===== config.mk =====
export PLATFORM = sky130hd
export DESIGN_NAME = elevator_call_panel
export DESIGN_NICKNAME = d
export VERILOG_FILES = /design/src/rtl/elevator_call_panel_pkg.sv /design/src/rtl/elevator_call_panel_call_latch.sv /design/src/rtl/elevator_call_panel.sv
export SDC_FILE = /design/constraint.sdc
export NUM_CORES = 1
export LEC_CHECK = 0
export CORE_UTILIZATION = 30
export CTS_CLUSTER_SIZE = 40
export DETAILED_ROUTE_END_ITERATION = 7
export DONT_BUFFER_PORTS = 1
export PLACE_DENSITY = 0.52
export SETUP_SLACK_MARGIN = 0.1
export SKIP_CTS_REPAIR_TIMING = 1
export SLEW_MARGIN = 10
export SYNTH_ARGS = -nofsm -noshare
export SYNTH_HDL_FRONTEND = slang
export SYNTH_SLANG_ARGS = --single-unit

===== constraint.sdc =====
create_clock -name clk -period 1.6 [get_ports clk]
set_input_delay 0.08 -clock clk [delete_from_list [all_inputs] [get_ports clk]]
set_output_delay 0.08 -clock clk [all_outputs]
set_load 0.02 [all_outputs]

===== src/rtl/elevator_call_panel_pkg.sv =====
// Shared constants and helpers for the elevator request side.
package elevator_pkg;

  localparam logic [1:0] DIR_STOP = 2'b00;
  localparam logic [1:0] DIR_UP   = 2'b01;
  localparam logic [1:0] DIR_DOWN = 2'b10;
  localparam logic [1:0] DIR_BAD  = 2'b11;

  localparam int FLOORS = 4;

  localparam logic [2:0] POS_TOP = 3'b110;

  // Even position codes mean the car is level with a floor.
  function automatic logic at_floor(input logic [2:0] pos);
    return !pos[0];
  endfunction

endpackage


===== src/rtl/elevator_call_panel_call_latch.sv =====
// One request bit: press rising-edge detector feeding a set/clear latch.
module call_latch (
  input  logic clk,
  input  logic reset_n,
  input  logic i_press,
  input  logic i_setEn,
  input  logic i_clear,
  output logic o_request
);

  logic r_pressPrev;
  logic r_request;

  // Clear beats set so a press made while the car is serving that call is absorbed.
  always_ff @(posedge clk or negedge reset_n) begin
    if (!reset_n) begin
      r_pressPrev <= 1'b0;
      r_request   <= 1'b0;
    end else begin
      r_pressPrev <= i_press;
      if (i_clear) begin
        r_request <= 1'b0;
      end else if (i_setEn && i_press && !r_pressPrev) begin
        r_request <= 1'b1;
      end
    end
  end

  assign o_request = r_request;

endmodule


===== src/rtl/elevator_call_panel.sv =====
// Latches hall/cabin calls, clears them on service, and flags chime, stall and protocol faults.
module elevator_call_panel
  import elevator_pkg::*;
#(
  parameter int STALL_CYCLES = 16,
  parameter int CNT_W        = 8
) (
  input  logic       clk,
  input  logic       reset_n,
  input  logic [2:0] press_up,
  input  logic [2:0] press_down,
  input  logic [3:0] press_in,
  input  logic [2:0] position,
  input  logic       open,
  input  logic [1:0] direction,
  output logic [2:0] button_up,
  output logic [2:0] button_down,
  output logic [3:0] button_in,
  output logic       chime,
  output logic       stall,
  output logic       fault
);

  localparam logic [CNT_W-1:0] STALL_MAX = CNT_W'(STALL_CYCLES);

  logic             r_started;
  logic [2:0]       r_prevPos;
  logic             r_prevOpen;
  logic             r_chime;
  logic             r_stall;
  logic             r_fault;
  logic [CNT_W-1:0] r_stallCnt;

  logic             w_service;
  logic [1:0]       w_floor;
  logic             w_upDirOk;
  logic             w_downDirOk;
  logic [2:0]       w_clearUp;
  logic [2:0]       w_clearDown;
  logic [3:0]       w_clearIn;
  logic             w_pending;
  logic             w_moved;
  logic [CNT_W-1:0] w_stallCntNext;
  logic [2:0]       w_posDelta;
  logic             w_jump;
  logic             w_faultNow;

  assign w_floor     = position[2:1];
  assign w_service   = open && at_floor(position) && (position <= POS_TOP);
  assign w_upDirOk   = (direction == DIR_STOP) || (direction == DIR_UP);
  assign w_downDirOk = (direction == DIR_STOP) || (direction == DIR_DOWN);

  // Hall-down index k belongs to floor k+1, so it is cleared from one floor higher.
  always_comb begin
    w_clearUp   = '0;
    w_clearDown = '0;
    w_clearIn   = '0;
    for (int k = 0; k < FLOORS; k++) begin
      w_clearIn[k] = w_service && (w_floor == 2'(k));
    end
    for (int k = 0; k < 3; k++) begin
      w_clearUp[k]   = w_service && w_upDirOk && (w_floor == 2'(k));
      w_clearDown[k] = w_service && w_downDirOk && (w_floor == 2'(k + 1));
    end
  end

  for (genvar g = 0; g < 3; g++) begin : gen_hall
    call_latch u_up (
      .clk      (clk),
      .reset_n  (reset_n),
      .i_press  (press_up[g]),
      .i_setEn  (r_started),
      .i_clear  (w_clearUp[g]),
      .o_request(button_up[g])
    );
    call_latch u_down (
      .clk      (clk),
      .reset_n  (reset_n),
      .i_press  (press_down[g]),
      .i_setEn  (r_started),
      .i_clear  (w_clearDown[g]),
      .o_request(button_down[g])
    );
  end

  for (genvar g = 0; g < FLOORS; g++) begin : gen_cabin
    call_latch u_in (
      .clk      (clk),
      .reset_n  (reset_n),
      .i_press  (press_in[g]),
      .i_setEn  (r_started),
      .i_clear  (w_clearIn[g]),
      .o_request(button_in[g])
    );
  end

  always_comb begin
    w_pending = |{button_up, button_down, button_in};
    w_moved   = ({position, open} != {r_prevPos, r_prevOpen});
    w_stallCntNext = r_stallCnt;
    if (!w_pending || w_moved) begin
      w_stallCntNext = '0;
    end else if (r_stallCnt != STALL_MAX) begin
      w_stallCntNext = r_stallCnt + 1'b1;
    end
  end

  // The first cycle after reset has no meaningful previous position to compare against.
  assign w_posDelta = (position >= r_prevPos) ? (position - r_prevPos) : (r_prevPos - position);
  assign w_jump     = r_started && (w_posDelta > 3'd1);
  assign w_faultNow = (position > POS_TOP) || (direction == DIR_BAD) ||
                      (open && position[0]) || w_jump;

  // r_started also masks the first press sample so a button held through reset is ignored.
  always_ff @(posedge clk or negedge reset_n) begin
    if (!reset_n) begin
      r_started  <= 1'b0;
      r_prevPos  <= 3'b000;
      r_prevOpen <= 1'b0;
      r_chime    <= 1'b0;
      r_stall    <= 1'b0;
      r_fault    <= 1'b0;
      r_stallCnt <= '0;
    end else begin
      r_started  <= 1'b1;
      r_prevPos  <= position;
      r_prevOpen <= open;
      r_chime    <= open && at_floor(position) && !r_prevOpen;
      r_stallCnt <= w_stallCntNext;
      r_stall    <= (w_stallCntNext == STALL_MAX);
      r_fault    <= r_fault || w_faultNow;
    end
  end

  assign chime = r_chime;
  assign stall = r_stall;
  assign fault = r_fault;

endmodule

# ---- After elaboration in Yosys (flattened, before gate mapping)
# Index checks and enable logic that the tools add are counted.
dict set report classes {
  n_addsub 3
  order_cmp 4
  eq_ne 9
  muxes 23
  reduce_logical 70
}
# operator count
set ops {}
lappend ops {{$logic_and A1 B1 Y1} 37}
lappend ops {{$mux W1} 20}
lappend ops {{$reduce_bool A2 Y1} 10}
lappend ops {{$mux W8} 2}
lappend ops {{$logic_not A1 Y1} 13}
lappend ops {{$reduce_or A10 Y1} 1}
lappend ops {{$add A8 B1 Y8 const B} 1}
lappend ops {{$eq A2 B2 Y1 const B} 4}
lappend ops {{$eq A8 B5 Y1 const B} 1}
lappend ops {{$ne A8 B5 Y1 const B} 1}
lappend ops {{$logic_or A1 B1 Y1} 7}
lappend ops {{$sub A3 B3 Y3} 2}
lappend ops {{$eq A2 B1 Y1 const B} 2}
lappend ops {{$logic_not A2 Y1} 2}
lappend ops {{$ne A4 B4 Y1} 1}
lappend ops {{$ge A3 B3 Y1} 1}
lappend ops {{$gt A3 B1 Y1 const B} 1}
lappend ops {{$gt A3 B3 Y1 const B} 1}
lappend ops {{$le A3 B3 Y1 const B} 1}
lappend ops {{$mux W3} 1}
dict set report word_totals {
  ff_bits 36
  inputBits 18
}

# ---- Longest topological paths before layout
# Gate-level depths: netlist of the first run.
dict set report logic_depth {
  word_depth 6
  ltp_mapped 7
  depth_no_buf 7
}

# ---- Hierarchy
# Synthesis of the first run repeated with hierarchy kept, for this count alone.
dict set report unflattened {
  hier_cells 151
  area_unflattened_um2 1637.8
}
# mod n_inst cells_each area_per_inst_um2 seq_area_each_um2
set modules_own_cells {}
lappend modules_own_cells {elevator_call_panel 1 101 974.7 400.4}
lappend modules_own_cells {call_latch 10 5 66.3 50.0}

# ---- Worst setup path before layout of the first run
# No wires, ideal clock.
dict set report synth_path {
  kind {reg2reg}
  startpoint {register r_stallCnt[0]}
  endpoint {register r_stall (netlist: stall)}
  setup_ns 0.133
  arrival_time_ns 1.414
  path_slack_ns 0.053
  stages_incl_launch_ff 8
  synth_period_minus_slack_ns 1.547
  path_cell_list {dfrtp_1 inv_1 ha_1 and4bb_1 nand2_1 o2111a_1 a311oi_1 nor4b_2}
}
dict set report synth_via {
  elab_chain_len 4
  elab_cells_between_ends 5
  cone_classes {add/sub (1); eq/ne (2); mux (2)}
}
# item line_no
set synth_lines {}
lappend synth_lines {{from (decl)} elevator_call_panel.sv:32} ;# logic [CNT_W-1:0] r_stallCnt;
lappend synth_lines {{from (signal assigned)} elevator_call_panel.sv:129} ;# r_stallCnt <= w_stallCntNext;
lappend synth_lines {{$add A8 B1 Y8 / $ne A8 B5 Y1 (equally long branches)} {elevator_call_panel.sv:104, elevator_call_panel.sv:103}}
lappend synth_lines {{$mux W8 *} elevator_call_panel.sv:103} ;# end else if (r_stallCnt != STALL_MAX) begin
lappend synth_lines {{$mux W8 *} elevator_call_panel.sv:101} ;# if (!w_pending || w_moved) begin
lappend synth_lines {{$eq A8 B5 Y1 *} elevator_call_panel.sv:130} ;# r_stall <= (w_stallCntNext == STALL_MAX);
lappend synth_lines {{to (signal assigned)} elevator_call_panel.sv:130}
lappend synth_lines {{to (decl)} elevator_call_panel.sv:30} ;# logic r_stall;
# Mark *: on every way between the ends. The rest lies on a longest branch, timed or not.
# A chain may end at the register's enable or synchronous reset.

# ---- Worst setup path after layout of the first run
# Same ends and word-level chain as after synthesis.

==> results.yml, run 1 <==
synth:
  syn-cell-area_mm2: 0.001669
  yosysTopAreaCellShare_pct: 53.97
  ys_seq_area_share_pct: 53.97
  synth-edff-count: 0
  synthArstFlopShare_pct: 100.0
  synthTopCellsByCount: "36 x dfrtp_1, 18 x inv_1, 14 x nor2_1, 13 x a21oi_1, 12 x a31oi_1"
  avgSynthCellArea_um2: 10.77
  yosysMostFrequentCell: "dfrtp_1"
  synth-main-ff-cell: "dfrtp_1"
  yosysTopAreaCell: "dfrtp_1"
  synth_area_leaders: "dfrtp_1 54%, ha_1 5.2%, a31oi_1 4.5%, buf_4 4.5%, inv_1 4.0%"
  synth_nets: 182
  ys_types: 33
  syn_inst: 155
  ys_seq_elements: 36
  ys_warn_count: 0
placed_design:
  post-dp-hpwl_um: 2585
  detailed_place.area_mm2: 0.001769
  placedCellCount: 225
  place_congestion: 0.8717
  port_buffers: 0
final_layout:
  diodes: 0
  fin_cells: 252
  multi_input_area_um2: 675.6
  final_util_pct: 40.85
  area_growth_pct: 28.19
  nNetsFinal: 208
  finalInstanceArea_mm2: 0.002140
  seq_area_um2: 902.1
  final_layout_size_suffix_gt1_share_pct: 23.08
  final.fill_count: 512
worst_hold_path:
  holdCritPathClass: "primary input to flip-flop"
  whs_path_depth: 2
sta:
  skew_ps: 5.258
  period_minus_slack_ps: 1658
  finalSetupTns_ps: -58.05
  setup_violations: 1
  clock.fmax_ghz: 0.6031
  fin_hold_ws_ps: -5.890
  fin_ws_ps: -58.05
  post-route-period-util_pct: 103.6
  final_max_slew_viol_count: 0
  report.final.hold_viol_count: 4
  rsz0062_at_grt: "yes"
detailed_routing:
  drcViolationCount: 0
  drt_iter0_drc: 39
  via_per_inst: 4.897
  num_vias: 1234
  firstDrtPassIters: 4
  ant_nets: 0
  wl_per_cell_um: 15.81
  wl_um: 3985
cts:
  cts_buffers: 5
  clock_path_buffers: 2
  insertion_delay_ps: 290
  cts_tree: "done"
  htree_levels: 2
  root_buffer: "clkbuf_8"
  clk_pin_slew_ps: 70
  cts.sinks: 36
run_status:
  violations: "negative hold slack, negative setup slack"
  status: "complete, but fails checks"
grt:
  grt.total_usage_pct: 13.08
  grt_first_pass_wirelength_um: 5906
  grt_pass1_vias: 1183
  grt-ovfl-total: 0
  grt_max_degree: 37
  antenna_found_initial: 0
power_and_ir_drop:
  irDropWorstVdd_mv: 0.5395
  p_leak_uw: 0.0009333
  powerDensity_mw_per_mm2: 1029
floorplan:
  initial_core_util_pct: 31.87
  die_w_um: 76.59
  pin_count: 31
  num_rows: 26
  floorplan.die.height_um: 76.59
  core_area_mm2: 0.005238
  die_area_mm2: 0.005866
setup_path:
  critical_path_class: "flip-flop to flip-flop"
  path_max_fanout: 5
  start_kind: "flip-flop"
  arrival_ps: 1830
  worstRegToRegCells: 7
  crit_required_ps: 1780
  timing.critical_path.to_type: "flip-flop"
flow_run:
  drv_cap: 0
## routing by layer
metal  wire length, µm  vias to the layer above  global-route usage, %
li1                  -                      567                      -
met1              1726                      607                  16.53
met2              1908                       54                  19.64
met3               284                        6                  5.629
met4                66                        0                  5.000
met5                 0                        -                      0
## through the flow
stage,setup WS (ps),hold WS (ps),power (µW)
6_report,-58.05,-5.890,2203
5_1_grt,-147.1,1.528,2308
4_1_cts,-61.66,-524.7,2141
3_5_place_dp,-29.93,-214.8,1275
3_3_place_gp,22.84,-214.8,1270
2_1_floorplan,69.11,-215.6,1239
## final cells by class
cell class	instances	share of cell area, %
timing repair buffer	30	13.10
tap	70	4.094
multi-input combinational	90	31.58
clock inverter	1	1.404
inverter	18	3.158
clock buffer	7	4.503
sequential	36	42.16
## state kept, by name, indices dropped and copies added (netlist names)
register                     cells
r_stallCnt                       8
gen_cabin.u_in.o_request         4
gen_cabin.u_in.r_pressPrev       4
gen_hall.u_down.o_request        3
gen_hall.u_down.r_pressPrev      3
gen_hall.u_up.o_request          3
gen_hall.u_up.r_pressPrev        3
r_prevPos                        3
chime                            1
fault                            1
r_prevOpen                       1
r_started                        1
stall                            1
## power breakdown
part | internal, µW | switching [µW] | leakage [µW]
registers | 971 | 53.2 | 0.000427
logic | 140 | 164 | 0.000442
clock network | 550 | 325 | 0.0000645
## logic make-up after synthesis
family	after synthesis	share of synthesized area [%]
buffers and inverters	29	8.770
multiplexers	1	0.5997
AND/OR/NAND/NOR	38	12.52
flip-flops	36	53.97
AO/OA/AOI/OAI	33	12.07
other	1	0.2247
XOR/XNOR	8	4.197
adder cells (fa/ha/maj)	9	7.646
## path summary, 6_finish.rpt
kind / to / startpoint / slack, ps
setup / recovery: stall / r_stallCnt[0] / -60
max in group asynchronous: r_stallCnt[0] / reset_n / 1150
min in group asynchronous: r_stallCnt[2] / reset_n / 260
setup reg to reg: stall / r_stallCnt[0] / -60
hold reg to reg: chime / r_prevOpen / 450
hold / removal: gen_cabin[0].u_in.o_request / press_in[0] / -6
## layout by cell type (no fill, tap or decap), types with 2 or more instances in the layout
| cell type | count |
|---|---|
| dlygate4sd3_1 | 17 |
| nor2b_1 | 2 |
| nand2_2 | 2 |
| inv_1 | 16 |
| nor2_1 | 13 |
| a31oi_1 | 12 |
| dfrtp_1 | 35 |
| fa_2 | 2 |
| a21o_1 | 2 |
| clkbuf_8 | 7 |
| inv_2 | 2 |
| buf_4 | 12 |
| nand2_1 | 4 |
| xnor2_1 | 3 |
| xor2_1 | 4 |
| nand3_1 | 2 |
| nor3_2 | 2 |
| nand2b_1 | 2 |
| a21oi_2 | 2 |
| nor4_1 | 2 |
| a21oi_1 | 11 |
| ha_1 | 5 |
| o21ai_1 | 2 |
## critical path, cell delays in order, from the launching register on
cell	delay [ps]
dfrtp_2	460
inv_2	90
ha_4	110
and4bb_1	270
nand2_2	110
o2111a_1	150
a311oi_2	280
nor4b_2	80
No activity file was read; power rests on OpenSTA's default activity.
==> run 2: changes to the inputs <==
- ABC_AREA: default -> 1
- PLACE_DENSITY: 0.52 -> 0.49
- REMOVE_ABC_BUFFERS: default -> 1
==> results.yml, run 2 <==
placed_design:
  post-dp-hpwl_um: 2711
  detailed_place.area_mm2: 0.001958
  place_congestion: 0.7358
  port_buffers: 0
detailed_routing:
  drcViolationCount: 0
  num_vias: 1375
  via_per_inst: 4.365
  wl_um: 3872
  met3_length_um: 181
  wl_per_cell_um: 12.29
  highest_layer: "met4"
  wl_met2_um: 1920
  wl_met1_um: 1728
  ant_nets: 0
  firstDrtPassIters: 4
  drt_iter0_drc: 34
setup_path:
  crit_required_ps: 1770
  path_max_fanout: 2
  start_kind: "flip-flop"
  timing.critical_path.to_type: "flip-flop"
  critical_path_class: "flip-flop to flip-flop"
  arrival_ps: 1780
final_layout:
  final_layout_size_suffix_gt1_share_pct: 21.67
  nNetsFinal: 266
  final_common_cell: "dfrtp_1"
  regMostFlops: "r_stallCnt"
  final_cell_mix: "36 x dfrtp_1, 30 x inv_1, 29 x nand2_1"
  diodes: 0
  finalInstanceArea_mm2: 0.002371
  largest_reg_flops: 8
  area_growth_pct: 28.74
  final.fill_count: 597
synth:
  ys_warn_count: 0
  synthTopCellsByCount: "36 x dfrtp_1, 32 x inv_1, 30 x nand2_1, 22 x nor2_1"
  synthArstFlopShare_pct: 100.0
  synth_area_leaders: "dfrtp_1 49%, inv_1 6.5%, nand2_1 6.1%, ha_1 4.8%, nor2_1 4.5%"
  synth-main-ff-cell: "dfrtp_1"
  avgSynthCellArea_um2: 8.984
  synth-edff-count: 0
  ys_seq_area_share_pct: 48.91
  yosysTopAreaCellShare_pct: 48.91
  yosysTopAreaCell: "dfrtp_1"
  syn-cell-area_mm2: 0.001842
  ys_seq_elements: 36
  syn_inst: 205
  yosysMostFrequentCell: "dfrtp_1"
  ys_types: 31
floorplan:
  initial_core_util_pct: 31.11
  core_area_mm2: 0.005921
  floorplan.die.height_um: 80.36
  die_area_mm2: 0.006457
  die_w_um: 80.36
  num_rows: 28
  pin_count: 31
sta:
  finalSetupTns_ps: -10.32
  final_max_slew_viol_count: 0
  rsz0062_at_grt: "yes"
  report.final.hold_viol_count: 5
  fin_ws_ps: -10.32
  skew_ps: 6.454
  period_minus_slack_ps: 1610
  setup_violations: 1
  post-route-period-util_pct: 100.6
  fin_hold_ws_ps: -29.70
  clock.fmax_ghz: 0.6210
flow_run:
  drv_cap: 0
grt:
  antenna_found_initial: 0
  grt_max_degree: 37
  grt_pass1_vias: 1320
  grt.total_usage_pct: 12.71
  grt_first_pass_wirelength_um: 6072
  grt-ovfl-total: 0
cts:
  cts_buffers: 5
  root_buffer: "clkbuf_8"
  cts_tree: "done"
  cts.sinks: 36
  clk_pin_slew_ps: 70
  insertion_delay_ps: 290
  htree_levels: 2
  clock_path_buffers: 2
power_and_ir_drop:
  pwr-share-clk_pct: 33.4
  switchingPower_uw: 564.5
  swShare_pct: 27.56
  irDropWorstVdd_mv: 0.5600
  p_int_uw: 1484
  p_leak_uw: 0.001069
  seqPwrFrac_pct: 49.4
  powerDensity_mw_per_mm2: 864.1
  pwr-share-comb_pct: 17.3
run_status:
  violations: "negative hold slack, negative setup slack"
  status: "complete, but fails checks"
worst_hold_path:
  holdCritPathClass: "primary input to flip-flop"
==> run 2: area by class of cell <==
cell class,instances,area [µm²],area share (%)
flip-flops and latches,36,900.9,37.99
multi-input cells,124,800.8,33.77
repair buffers,39,357.8,15.09
inverters,33,123.9,5.224
well taps,75,93.84,3.958
clock buffers,7,86.33,3.641
clock inverters,1,7.507,0.3166
==> run 2: final timing paths <==
| check | start | slack, ps | endpoint | cells past startpoint |
|---|---|---|---|---|
| worst max-delay path | r_prevPos[0] | -10 | fault | 7 |
| worst min-delay path | position[2] | -30 | gen_hall[0].u_up.o_request | 2 |
| worst max register to register | r_prevPos[0] | -10 | fault | 7 |
| worst min register to register | gen_hall[0].u_down.r_pressPrev | 510 | gen_hall[0].u_down.o_request | 2 |
| max in group asynchronous | reset_n | 1180 | r_prevPos[0] | 2 |
| min in group asynchronous | reset_n | 230 | gen_hall[2].u_up.r_pressPrev | 2 |
==> run 2: logic make-up after synthesis <==
kind of cell	Yosys count	synth area share (%)
AO/OA/AOI/OAI	24	7.472
buffers and inverters	45	11.62
adder cells (fa/ha/maj)	9	6.929
XOR/XNOR	4	1.903
other	1	0.2036
AND/OR/NAND/NOR	86	22.96
flip-flops	36	48.91
==> run 2: layer usage <==
| layer | GRT usage [%] | up-vias |
|---|---|---|
| li1 | - | 702 |
| met1 | 14.83 | 645 |
| met2 | 20.85 | 24 |
| met3 | 3.636 | 4 |
| met4 | 6.964 | 0 |
| met5 | 0 | - |
==> run 2: power groups by stage <==
stage	Sequential (µW)	Combinational, µW	Clock (µW)
final	1010	354	684
after global routing	1020	392	739
after CTS	1010	267	708
after detailed placement	1030	265	0
after global placement	1030	262	0
after floorplan	1070	118	0
==> run 2: per-stage QoR <==
step	setup WS [ps]	total power [µW]	util (%)	hold slack [ps]	std cells
floorplan	3.785	1189	-	-215.6	193
global placement	-21.36	1290	33.07	-214.7	283
detailed placement	-92.38	1295	33.07	-214.7	283
CTS	-97.61	1987	34.66	-535.7	291
global route	-91.43	2150	40.05	2.758	315
finish	-10.32	2049	40.05	-29.70	315
==> run 2: critical path, cell delays in order (launching register included) <==
cell and delay (ps):
dfrtp_1 370, buf_4 140, ha_4 150, fa_1 370, xor2_1 180, nand3_1 100, o211ai_1 90, nand3_1 90
==> run 3: changes to the inputs <==
- CORE_ASPECT_RATIO: default -> 1.75
==> results.yml, run 3 (synthesis gave the netlist of run 2 again) <==
run_status:
  status: "complete, but fails checks"
  violations: "negative hold slack, negative setup slack"
worst_hold_path:
  holdCritPathClass: "primary input to flip-flop"
  min-delay-start: "position[2]"
  min_to: "gen_hall[0].u_up.o_request"
  whs_path_depth: 2
flow_run:
  drv_cap: 0
placed_design:
  place_congestion: 0.8359
  port_buffers: 0
  post-dp-hpwl_um: 3120
grt:
  antenna_found_initial: 0
  grt_max_degree: 37
  grt.total_usage_pct: 14.74
  grt_first_pass_wirelength_um: 6893
  grt_pass1_vias: 1482
  grt-ovfl-total: 0
sta:
  clock.fmax_ghz: 0.6204
  post-route-period-util_pct: 100.7
  setup_violations: 1
  period_minus_slack_ps: 1612
  finalSetupTns_ps: -11.99
  fin_ws_ps: -11.99
  rsz0062_at_grt: "yes"
  skew_ps: 8.587
  final_max_slew_viol_count: 0
  fin_hold_ws_ps: -21.45
  report.final.hold_viol_count: 3
setup_path:
  worstRegToRegCells: 7
  crit_required_ps: 1760
  path_max_fanout: 2
  crit_buf_inv: 1
  cp_top_family: "adder cells"
  path_depth: 7
  cp_slowest_cell: "fa_1"
  ff2ff_setup_slack_ps: -10
  r2r_end: "fault"
  critical_path_class: "flip-flop to flip-flop"
  slowest_delay_ps: 480
  start_kind: "flip-flop"
  timing.critical_path.to_type: "flip-flop"
  r2r_start: "r_prevPos[0]"
  crit_chain: "inv_1 > ha_2 > fa_1 > a21boi_2 > o21ai_1 > o211ai_1 > nand3_1"
  arrival_ps: 1780
  cp-startpoint: "r_prevPos[0]"
final_layout:
  nNetsFinal: 264
  area_growth_pct: 28.06
  regMostFlops: "r_stallCnt"
  final_cell_mix: "36 x dfrtp_1, 30 x inv_1, 29 x nand2_1"
  final_layout_size_suffix_gt1_share_pct: 22.27
  diodes: 0
  largest_reg_flops: 8
  final_common_cell: "dfrtp_1"
power_and_ir_drop:
  p_leak_uw: 0.001060
  finalPower_uw: 2048
  powerDensity_mw_per_mm2: 868.4
  irDropWorstVdd_mv: 0.6040
floorplan:
  pin_count: 31
  initial_core_util_pct: 31.33
  core_area_mm2: 0.005879
  die_area_mm2: 0.006469
  num_rows: 37
  floorplan.die.height_um: 105.7
  die_w_um: 61.23
detailed_routing:
  via_per_inst: 4.566
  ant_nets: 0
  wl_um: 4456
  num_vias: 1443
  drt_iter0_drc: 30
  wl_per_cell_um: 14.10
  drcViolationCount: 0
  firstDrtPassIters: 4
cts:
  insertion_delay_ps: 290
  htree_levels: 2
  root_buffer: "clkbuf_8"
  cts.sinks: 36
  clk_pin_slew_ps: 70
  clock_path_buffers: 2
  cts_tree: "done"
  cts_buffers: 5
run 3: worst reg2reg max path, stage by stage (launching register included):
cell      delay, ps
dfrtp_1         350
inv_1            50
ha_2            160
fa_1            480
a21boi_2        140
o21ai_1          60
o211ai_1        160
nand3_1         100
run 3: cell type report:
class | instances | area (µm²)
flip-flops and latches | 36 | 900.9
repair buffers | 37 | 337.8
multi-input cells | 124 | 808.3
inverters | 33 | 123.9
fillers | 633 | 3521
clock buffers | 8 | 90.09
well taps | 78 | 97.59
run 3: how the worst max path moves through the flow:
stage,slack [ps],to
2_1_floorplan,4,fault
5_1_grt,-40,fault
6_report,-10,fault
3_5_place_dp,-100,fault
3_3_place_gp,-20,fault
4_1_cts,-90,fault
run 3: metal layers:
layer	track usage [%]	wire length, µm	vias to the layer above
met5	0	0	-
met4	7.630	130	0
met3	4.294	176	10
met2	25.54	2479	43
met1	15.14	1669	694
li1	-	-	696
run 3: power by group:
part           switching (µW)  internal [µW]
Clock                     321            351
Sequential               35.4            970
Combinational             204            167
run 3: stage by stage:
step / cell area (µm²) / std cells / utilization, % / setup WS [ps]
finish: 2359 / 316 / 40.11 / -11.99
global route: 2359 / 316 / 40.11 / -42.71
CTS: 2044 / 293 / 34.77 / -93.72
detailed placement: 1954 / 285 / 33.24 / -96.77
global placement: 1954 / 285 / 33.24 / -16.28
floorplan: 1752 / 193 / - / 3.785
